--- src/rtl/ctrl_pkg.sv ---
// Shared encodings for the 16-bit multicycle processor: opcodes, ALU
// operations, datapath mux selects and the control FSM state type.
package ctrl_pkg;

    // Instruction opcodes, instr[15:12]; 8..15 are undefined.
    localparam logic [3:0] OP_RTYPE = 4'd0;
    localparam logic [3:0] OP_ADDI  = 4'd1;
    localparam logic [3:0] OP_ORI   = 4'd2;
    localparam logic [3:0] OP_LW    = 4'd3;
    localparam logic [3:0] OP_SW    = 4'd4;
    localparam logic [3:0] OP_BEQ   = 4'd5;
    localparam logic [3:0] OP_J     = 4'd6;
    localparam logic [3:0] OP_HALT  = 4'd7;

    // ALU operation encodings.
    localparam logic [2:0] ALU_ADD   = 3'd0;
    localparam logic [2:0] ALU_SUB   = 3'd1;
    localparam logic [2:0] ALU_AND   = 3'd2;
    localparam logic [2:0] ALU_OR    = 3'd3;
    localparam logic [2:0] ALU_SLT   = 3'd4;
    localparam logic [2:0] ALU_PASSB = 3'd5;

    // ALU B-input select.
    localparam logic [1:0] SRCB_REG    = 2'd0;
    localparam logic [1:0] SRCB_TWO    = 2'd1;
    localparam logic [1:0] SRCB_IMM    = 2'd2;
    localparam logic [1:0] SRCB_IMM_SH = 2'd3;

    // PC source select.
    localparam logic [1:0] PC_SRC_ALU    = 2'd0;
    localparam logic [1:0] PC_SRC_ALUOUT = 2'd1;
    localparam logic [1:0] PC_SRC_JUMP   = 2'd2;

    // Immediate extender mode.
    localparam logic EXT_SIGN = 1'b0;
    localparam logic EXT_ZERO = 1'b1;

    // Control FSM states.
    typedef enum logic [3:0] {
        RST,
        FETCH,
        DECODE,
        R_EX,
        R_WB,
        I_EX,
        I_WB,
        MADDR,
        MRD,
        MWB,
        MWR,
        BR,
        JMP,
        HALT
    } state_t;

    // R-type funct to ALU op: 0..5 pass straight through, 6 and 7 fold to ADD.
    function automatic logic [2:0] funct_to_alu(input logic [2:0] f);
        return (f > 3'd5) ? ALU_ADD : f;
    endfunction

endpackage

--- src/rtl/multicycle_ctrl.sv ---
// Multicycle control FSM: sequences fetch/decode/execute/memory/writeback
// over the shared datapath and drives every mux select and enable.
module multicycle_ctrl
    import ctrl_pkg::*;
#(
    parameter int unsigned OPW = 4,
    parameter int unsigned FW  = 3
) (
    input  logic        clk,
    input  logic        rst_n,
    input  logic [15:0] instr,
    input  logic        alu_zero,
    input  logic        mem_ready,
    output logic        pc_write,
    output logic [1:0]  pc_src,
    output logic        iord,
    output logic        mem_read,
    output logic        mem_write,
    output logic        ir_write,
    output logic        reg_write,
    output logic        mem_to_reg,
    output logic        alu_src_a,
    output logic [1:0]  alu_src_b,
    output logic [2:0]  alu_op,
    output logic        ext_sel,
    output logic        illegal,
    output logic        halted
);

    state_t           state;
    logic [OPW-1:0]   op;
    logic [FW-1:0]    funct;
    logic             unused_ir_bits;

    assign op    = instr[15 -: OPW];
    assign funct = instr[FW-1:0];

    // Register-specifier and immediate fields belong to the datapath.
    assign unused_ir_bits = ^instr[15-OPW:FW];

    // State register and next-state sequencing.
    always_ff @(posedge clk or negedge rst_n) begin
        if (!rst_n) begin
            state <= RST;
        end else begin
            case (state)
                RST:    state <= FETCH;
                FETCH:  if (mem_ready) state <= DECODE;
                DECODE: begin
                    case (op)
                        OPW'(OP_RTYPE): state <= R_EX;
                        OPW'(OP_ADDI),
                        OPW'(OP_ORI):   state <= I_EX;
                        OPW'(OP_LW),
                        OPW'(OP_SW):    state <= MADDR;
                        OPW'(OP_BEQ):   state <= BR;
                        OPW'(OP_J):     state <= JMP;
                        OPW'(OP_HALT):  state <= HALT;
                        default:        state <= FETCH;
                    endcase
                end
                R_EX:   state <= R_WB;
                R_WB:   state <= FETCH;
                I_EX:   state <= I_WB;
                I_WB:   state <= FETCH;
                // Only LW and SW reach MADDR; the IR still holds the opcode.
                MADDR:  state <= (op == OPW'(OP_SW)) ? MWR : MRD;
                MRD:    if (mem_ready) state <= MWB;
                MWB:    state <= FETCH;
                MWR:    if (mem_ready) state <= FETCH;
                BR:     state <= FETCH;
                JMP:    state <= FETCH;
                HALT:   state <= HALT;
                default: state <= RST;
            endcase
        end
    end

    // Output decode from the current state. Every mem_ready/alu_zero/instr
    // term is qualified by a state, so RST and HALT stay strobe-free.
    always_comb begin
        pc_write   = 1'b0;
        pc_src     = PC_SRC_ALU;
        iord       = 1'b0;
        mem_read   = 1'b0;
        mem_write  = 1'b0;
        ir_write   = 1'b0;
        reg_write  = 1'b0;
        mem_to_reg = 1'b0;
        alu_src_a  = 1'b0;
        alu_src_b  = SRCB_REG;
        alu_op     = ALU_ADD;
        ext_sel    = EXT_SIGN;
        illegal    = 1'b0;
        halted     = 1'b0;
        case (state)
            FETCH: begin
                mem_read  = 1'b1;
                alu_src_b = SRCB_TWO;
                ir_write  = mem_ready;
                pc_write  = mem_ready;
            end
            DECODE: begin
                alu_src_b = SRCB_IMM_SH;
                illegal   = op[OPW-1];
            end
            R_EX: begin
                alu_src_a = 1'b1;
                alu_op    = funct_to_alu(3'(funct));
            end
            R_WB, I_WB: begin
                reg_write = 1'b1;
            end
            I_EX: begin
                alu_src_a = 1'b1;
                alu_src_b = SRCB_IMM;
                if (op == OPW'(OP_ORI)) begin
                    alu_op  = ALU_OR;
                    ext_sel = EXT_ZERO;
                end
            end
            MADDR: begin
                alu_src_a = 1'b1;
                alu_src_b = SRCB_IMM;
            end
            MRD: begin
                mem_read = 1'b1;
                iord     = 1'b1;
            end
            MWB: begin
                reg_write  = 1'b1;
                mem_to_reg = 1'b1;
            end
            MWR: begin
                mem_write = 1'b1;
                iord      = 1'b1;
            end
            BR: begin
                alu_src_a = 1'b1;
                alu_op    = ALU_SUB;
                pc_src    = PC_SRC_ALUOUT;
                pc_write  = alu_zero;
            end
            JMP: begin
                pc_write = 1'b1;
                pc_src   = PC_SRC_JUMP;
            end
            HALT: begin
                halted = 1'b1;
            end
            default: ;
        endcase
    end

endmodule
--- config.mk ---
export PLATFORM = sky130hd
export DESIGN_NAME = multicycle_ctrl
export DESIGN_NICKNAME = d
export VERILOG_FILES = /design/src/rtl/ctrl_pkg.sv /design/src/rtl/multicycle_ctrl.sv
export SDC_FILE = /design/constraint.sdc
export NUM_CORES = 1
export LEC_CHECK = 0
export ABC_AREA = 1
export CAP_MARGIN = 15
export CORE_ASPECT_RATIO = 0.9
export CORE_UTILIZATION = 31
export CTS_CLUSTER_DIAMETER = 40
export CTS_CLUSTER_SIZE = 20
export DETAILED_ROUTE_END_ITERATION = 16
export PLACE_DENSITY = 0.83
export SYNTH_ARGS = -nofsm -noshare
export SYNTH_HDL_FRONTEND = slang
export SYNTH_SLANG_ARGS = --single-unit
--- constraint.sdc ---
create_clock -name clk -period 1.3 [get_ports clk]
set_input_delay 0.39 -clock clk [delete_from_list [all_inputs] [get_ports clk]]
set_output_delay 0.39 -clock clk [all_outputs]
set_load 0.005 [all_outputs]
==> reports/metrics.yaml, run 1 <==
grtUsageTotal: 0.3391
synthTopCellsByCount: "36 x nand2_1, 20 x inv_1, 15 x nor2_1"
yosys_register_bits: 4
holdBufCountCts: 0
grt-ovfl-total: 0
synth_most_common_cell: "nand2_1"
antenna_left: 0
drv_cap: 0
coreArea_um2: 1529
die_h_um: 41.62
cts_tree: "built"
dieArea_um2: 1915
synth_cell_types: 15
path_max_fanout: 3
synth_fp_nets: 125
max_slew_margin: 0.8349
top_regs: "state x4"
slew_viol_final: 0
max_freq_ghz: 0.5442
syn_to_final_growth_pct: 151.4
drive_above_1_share: 0.5978
numPortBuffers: 28
clk_root_buffer_cell: "clkbuf_4"
syn_inst: 101
reg2reg_depth: 12
finalCritPeriodShare: 1.413
cp.required_ns: 0.91
clk_latency_ns: 0.23
min_path_type: "input port to asynchronous set/reset pin"
diodes: 0
antenna_found_initial: 0
synth-async-reset-ratio: 1.000
cp.depth: 7
violations: "setup timing"
clk_transition_reported_paths_ns: 0.04
drc: 0
synth_ff_type: "dfrtp_1"
r2r_slack_ns: -0.39
status: "complete, but fails checks"
vdd_ir_drop_max_mv: 1.461
cts_made_buffers: 3
max-clock-path-buffers: 2
synth_top_area_share: 0.2500
syn_avg_cell_area_um2: 5.352
place_worst_setup_slack_ns: -0.9559
powerDensity_nw_per_um2: 2310
cp_slowest_cell: "dfrtp_2"
skew_ns: 0.002078
rows: 13
setup_ws_ns: -0.5374
synth.cell_area_um2: 540.5
seq_area_frac_synth: 0.1852
fin_crit_ns: 1.837
regMostFlops: "state"
rsz0062_at_grt: "yes"
wl_per_cell_um: 17.98
synth_edf_count: 0
path_delay_family: "flip-flops"
crit_top_cell: "inv_2"
drt-total-wl_um: 3614
leakage_uw: 0.0007761
drt_iter0_drc: 84
via_per_inst: 5.473
cp-end-kind: "output port"
crit_buf_inv: 4
dp_hpwl_um: 1602
gp_congestion: 0.9087
r2r_end: "state[0]"
path_class: "flip-flop to output port"
total_power_uw: 3139
first_pass_iters: 4
largest_reg_flops: 4
start_kind: "flip-flop"
grt_max_degree: 9
critPathMaxStageDelay_ns: 0.45
io_pins: 38
setup_viol: 22
htreeDepth: 1
yosys_warnings: 0
worst_pin_slew_ns: 0.2477
synthTopCellsByArea: "nand2_1 25%, dfrtp_1 19%, inv_1 14%, nor2_1 10%, ha_1 9.3%"
r2r_start: "state[0]"
nets: 205
start_util: 0.3535
grt_pass1_wl_um: 4678
grt_pass1_vias: 1055
path_cells: "inv_2 > buf_4 > nand2_2 > nor2_4 > inv_2 > nor2_1 > buf_2"
hold_viol: 0
synth_top_area_cell: "nand2_1"
clock_sinks: 4
vias: 1100
arrival_ns: 1.45
die_x_um: 46.02
[layout make-up]
class                   instances  area (um^2)
repair buffers                 75        620.6
multi-input cells              77        509.2
fillers                        82        170.2
flip-flops and latches          4        103.9
inverters                      20        75.07
well taps                      22        27.53
clock buffers                   3        22.52
[how the worst max path moves through the flow]
stage	startpoint	to	slack, ns
2_1_floorplan	state[3]	alu_op[0]	0.001
6_report	state[2]	illegal	-0.54
5_1_grt	state[2]	pc_write	-0.55
4_1_cts	state[2]	alu_op[1]	-0.49
3_5_place_dp	instr[12]	alu_op[0]	-0.96
3_3_place_gp	instr[12]	alu_op[0]	-0.94
[where the power goes]
group	internal, uW	switching [uW]
combinational	1360	1320
sequential	193	103
clock	103	50.1
[cell usage in the layout, fill, tap and decap left out, drive strengths merged]
cell	count
a21oi	2
buf	63
clkbuf	3
clkdlybuf4s15	3
clkdlybuf4s50	7
dfrtp	4
dlygate4sd2	1
dlymetal6s2s	1
ha	4
inv	20
nand2	36
nand3	9
nand3b	1
nand4	1
nor2	17
nor3	1
o21ai	3
o221ai	1
o22ai	1
o31ai	1
[stage by stage]
step           TNS [ns]  cell area, um^2  utilization  hold WS, ns  instances
6_report         -8.629             1359       0.8887       0.3731        201
5_1_grt          -9.129             1359       0.8887       0.3805        201
4_1_cts          -7.027             1261       0.8249       0.3609        196
3_5_place_dp     -12.40             1031       0.6743       0.6094        175
3_3_place_gp     -11.81             1031       0.6743       0.6012        175
2_1_floorplan         0            543.0            -      0.09441        101
[cell families (layout without fill, tap and decap cells)]
logic type               Yosys count  in the layout  synth area share
adder cells (fa/ha/maj)            4              4           0.09260
flip-flops                         4              4            0.1852
AND/OR/NAND/NOR                   65             65            0.4954
AO/OA/AOI/OAI                      8              8           0.08797
buffers and inverters             20             98            0.1389
[per-layer routing]
layer / wire length (um) / up-vias / global-route usage
met2: 1701 / 89 / 0.5493
li1: - / 472 / -
met1: 1348 / 505 / 0.3581
met3: 338 / 34 / 0.08261
met4: 226 / 0 / 0.2647
met5: 0 / - / 0
[timing repair]
action	CTS	global route
buffers inserted	19	5
endpoints found under the setup margin	22	22
pin swaps	14	7
gates resized for setup	121	18
No activity file was read; power rests on OpenSTA's default activity.
==> run 2, diff against run 1 <==
- PLACE_DENSITY: 0.83 -> 0.74
- SKIP_CTS_REPAIR_TIMING: unset -> 1
==> reports/metrics.yaml, run 2 (synthesis results as in run 1) <==
die_x_um: 46.02
place_worst_setup_slack_ns: -0.9467
gp_congestion: 0.7747
regMostFlops: "state"
setup_viol: 22
multi_input_area_um2: 509.2
setup_ws_ns: -0.5819
grt_max_degree: 9
vdd_ir_drop_max_mv: 1.220
arrival_ns: 1.49
wl_per_cell_um: 15.25
dp_hpwl_um: 1530
cp-end-kind: "output port"
layout_commonest_cell: "nand2_1"
leakage_uw: 0.0007492
fin_crit_ns: 1.882
drv_cap: 0
critPathMaxStageDelay_ns: 0.44
violations: "setup timing"
htreeDepth: 1
cp_slowest_cell: "dfrtp_2"
antenna_found_initial: 0
skew_ns: 0.008699
largest_reg_flops: 4
max_slew_margin: 0.8643
clk_root_buffer_cell: "clkbuf_4"
clk_latency_ns: 0.26
max_freq_ghz: 0.5314
dieArea_um2: 1915
path_delay_family: "flip-flops"
worst_pin_slew_ns: 0.2018
grt-ovfl-total: 0
via_per_inst: 5.226
grtUsageTotal: 0.2164
start_util: 0.3535
rsz0062_at_grt: "yes"
cp.required_ns: 0.91
final_cell_mix: "28 x nand2_1, 25 x buf_4, 12 x buf_6"
path_cells: "buf_6 > inv_6 > nand2_4 > nor2_4 > nand3_2 > o31ai_1 > buf_2"
status: "complete, but fails checks"
die_h_um: 41.62
cts_tree: "built"
drive_above_1_share: 0.5298
grt_pass1_vias: 737
slew_viol_final: 0
clk_transition_reported_paths_ns: 0.04
rows: 13
regArea_um2: 102.6
max-clock-path-buffers: 2
fillers: 99
coreArea_um2: 1529
io_pins: 38
first_pass_iters: 4
min_path_type: "input port to asynchronous set/reset pin"
path_class: "flip-flop to output port"
drt-total-wl_um: 2898
diodes: 0
cts_made_buffers: 3
path_max_fanout: 4
grt_pass1_wl_um: 3091
crit_buf_inv: 3
hold_viol: 0
fin_util: 0.8486
numPortBuffers: 28
antenna_left: 0
top_regs: "state x4"
powerDensity_nw_per_um2: 2089
nets: 194
clock_sinks: 4
syn_to_final_growth_pct: 140.0
drc: 0
start_kind: "flip-flop"
drt_iter0_drc: 24
vias: 993
finalCritPeriodShare: 1.448
run 2: area by class of cell:
type / count / share of cell area
clock buffers: 3 / 0.01736
repair buffers: 64 / 0.4262
multi-input cells: 77 / 0.3925
inverters: 20 / 0.06365
flip-flops and latches: 4 / 0.07907
well taps: 22 / 0.02122
run 2: through the flow:
| step | TNS, ns | cells | power (uW) | cell area [um^2] | hold slack, ns |
|---|---|---|---|---|---|
| after CTS | -14.20 | 176 | 1777 | 1039 | 0.3575 |
| after floorplan | 0 | 101 | 825.4 | 543.0 | 0.09441 |
| after detailed placement | -11.84 | 173 | 1618 | 1016 | 0.5837 |
| after global placement | -11.34 | 173 | 1592 | 1016 | 0.5818 |
| final | -8.095 | 190 | 2710 | 1297 | 0.3322 |
| after global routing | -9.054 | 190 | 2846 | 1297 | 0.3502 |
run 2: power by group:
group | total, uW | switching, uW | internal (uW)
sequential | 289 | 98.2 | 190
combinational | 2250 | 1120 | 1120
clock | 173 | 68.2 | 104
total | 2710 | 1290 | 1420
run 2: path summary, 6_finish.rpt:
check                          from         to  slack [ns]  depth (start not counted)
setup / recovery           state[3]  alu_op[1]       -0.58                          7
min in group clk           state[3]   state[3]        0.60                          2
hold reg to reg            state[3]   state[3]        0.60                          2
max in group asynchronous     rst_n   state[2]        0.78                          1
hold / removal                rst_n   state[0]        0.33                          1
setup reg to reg           state[0]   state[0]       -0.13                          9
run 2: metal layers:
metal  vias to the layer above  track usage  share of wire
li1                        447            -              -
met1                       485       0.2640           0.40
met2                        46       0.3690           0.50
met3                        15      0.03913          0.058
met4                         0      0.07059          0.039
met5                         -            0              0
==> run 3, diff against run 2 <==
- CTS_CLUSTER_SIZE: 20 -> 12
- PLACE_DENSITY: 0.74 -> 0.87
==> reports/metrics.yaml, run 3 (synthesis results as in run 1) <==
gp_congestion: 0.8865
grt_pass1_wl_um: 3229
setup_viol: 21
regArea_um2: 103.9
cp-end-kind: "output port"
start_kind: "flip-flop"
multi_input_area_um2: 536.8
vdd_ir_drop_max_mv: 1.595
grt_pass1_vias: 795
path_class: "flip-flop to output port"
io_pins: 38
grt_max_degree: 8
hold_viol: 0
clk_transition_reported_paths_ns: 0.04
largest_reg_flops: 4
setup_ws_ns: -0.5251
clk_root_buffer_cell: "clkbuf_4"
tns_ns: -7.768
slew_viol_final: 0
arrival_ns: 1.44
via_per_inst: 5.093
finalCritPeriodShare: 1.404
layout.cells.non_filler: 194
path_max_fanout: 4
start_util: 0.3535
max_slew_margin: 0.8660
die_h_um: 41.62
wl_per_cell_um: 15.69
numPortBuffers: 28
final_cell_mix: "29 x buf_4, 26 x nand2_1, 11 x inv_2, 11 x buf_6, 10 x buf_2"
cts_made_buffers: 3
max_freq_ghz: 0.5479
powerDensity_nw_per_um2: 2098
clock_sinks: 4
place_worst_setup_slack_ns: -0.9527
antenna_left: 0
final_cell_area_um2: 1323
dieArea_um2: 1915
clk_latency_ns: 0.24
drv_cap: 0
status: "complete, but fails checks"
regMostFlops: "state"
min_path_type: "input port to asynchronous set/reset pin"
rsz0062_at_grt: "yes"
nets: 198
cts_tree: "built"
top_regs: "state x4"
fillers: 87
grt-ovfl-total: 0
max-clock-path-buffers: 2
violations: "setup timing"
rows: 13
skew_ns: 0.002542
worst_pin_slew_ns: 0.1998
grtUsageTotal: 0.2207
drc: 0
first_pass_iters: 4
cp.required_ns: 0.91
vias: 988
place_inst: 176
fin_crit_ns: 1.825
die_x_um: 46.02
drt_iter0_drc: 32
coreArea_um2: 1529
drt-total-wl_um: 3044
layout_commonest_cell: "buf_4"
antenna_found_initial: 0
dp_hpwl_um: 1650
htreeDepth: 1
diodes: 0
syn_to_final_growth_pct: 144.7
leakage_uw: 0.0007678
drive_above_1_share: 0.6163
dpl_cell_area_um2: 1039
total_power_uw: 2775
## run 3: final timing paths
path	start	endpoint	slack (ns)	cells after the start
worst max register to register	state[2]	state[0]	-0.21	9
max in group asynchronous	rst_n	state[1]	0.76	1
worst max-delay path	state[3]	alu_op[1]	-0.53	7
worst min register to register	state[3]	state[3]	0.77	3
worst min-delay path	rst_n	state[2]	0.35	1
min in group clk	instr[15]	state[1]	0.76	8
## run 3: final cells by class
| cell class | count | area share |
|---|---|---|
| Clock buffer | 3 | 0.01703 |
| Timing Repair Buffer | 68 | 0.4153 |
| Tap cell | 22 | 0.02081 |
| Sequential cell | 4 | 0.07852 |
| Multi-Input combinational cell | 77 | 0.4059 |
| Inverter | 20 | 0.06244 |
## run 3: layer usage
metal / vias to the layer above / routed length, um / GRT usage
li1: 453 / - / -
met1: 472 / 1235 / 0.2773
met2: 51 / 1525 / 0.3606
met3: 12 / 166 / 0.01304
met4: 0 / 117 / 0.1235
met5: - / 0 / 0
## run 3: worst max-delay path, cell delays in order (launching register included)
cell     delay (ns)
dfrtp_2        0.46
buf_6          0.16
inv_6          0.06
nand2_4        0.05
nor2_4         0.13
nand3_4        0.10
o31ai_2        0.07
buf_2          0.15
## run 3: through the flow
step,hold slack [ns],utilization
6_report,0.3531,0.8650
5_1_grt,0.3697,0.8650
4_1_cts,0.3479,0.6939
3_5_place_dp,0.6027,0.6792
3_3_place_gp,0.5998,0.6792
2_1_floorplan,0.09441,-
## run 3: where the power goes
group	internal [uW]	switching (uW)
sequential	193	121
clock	104	56.3
combinational	1130	1170
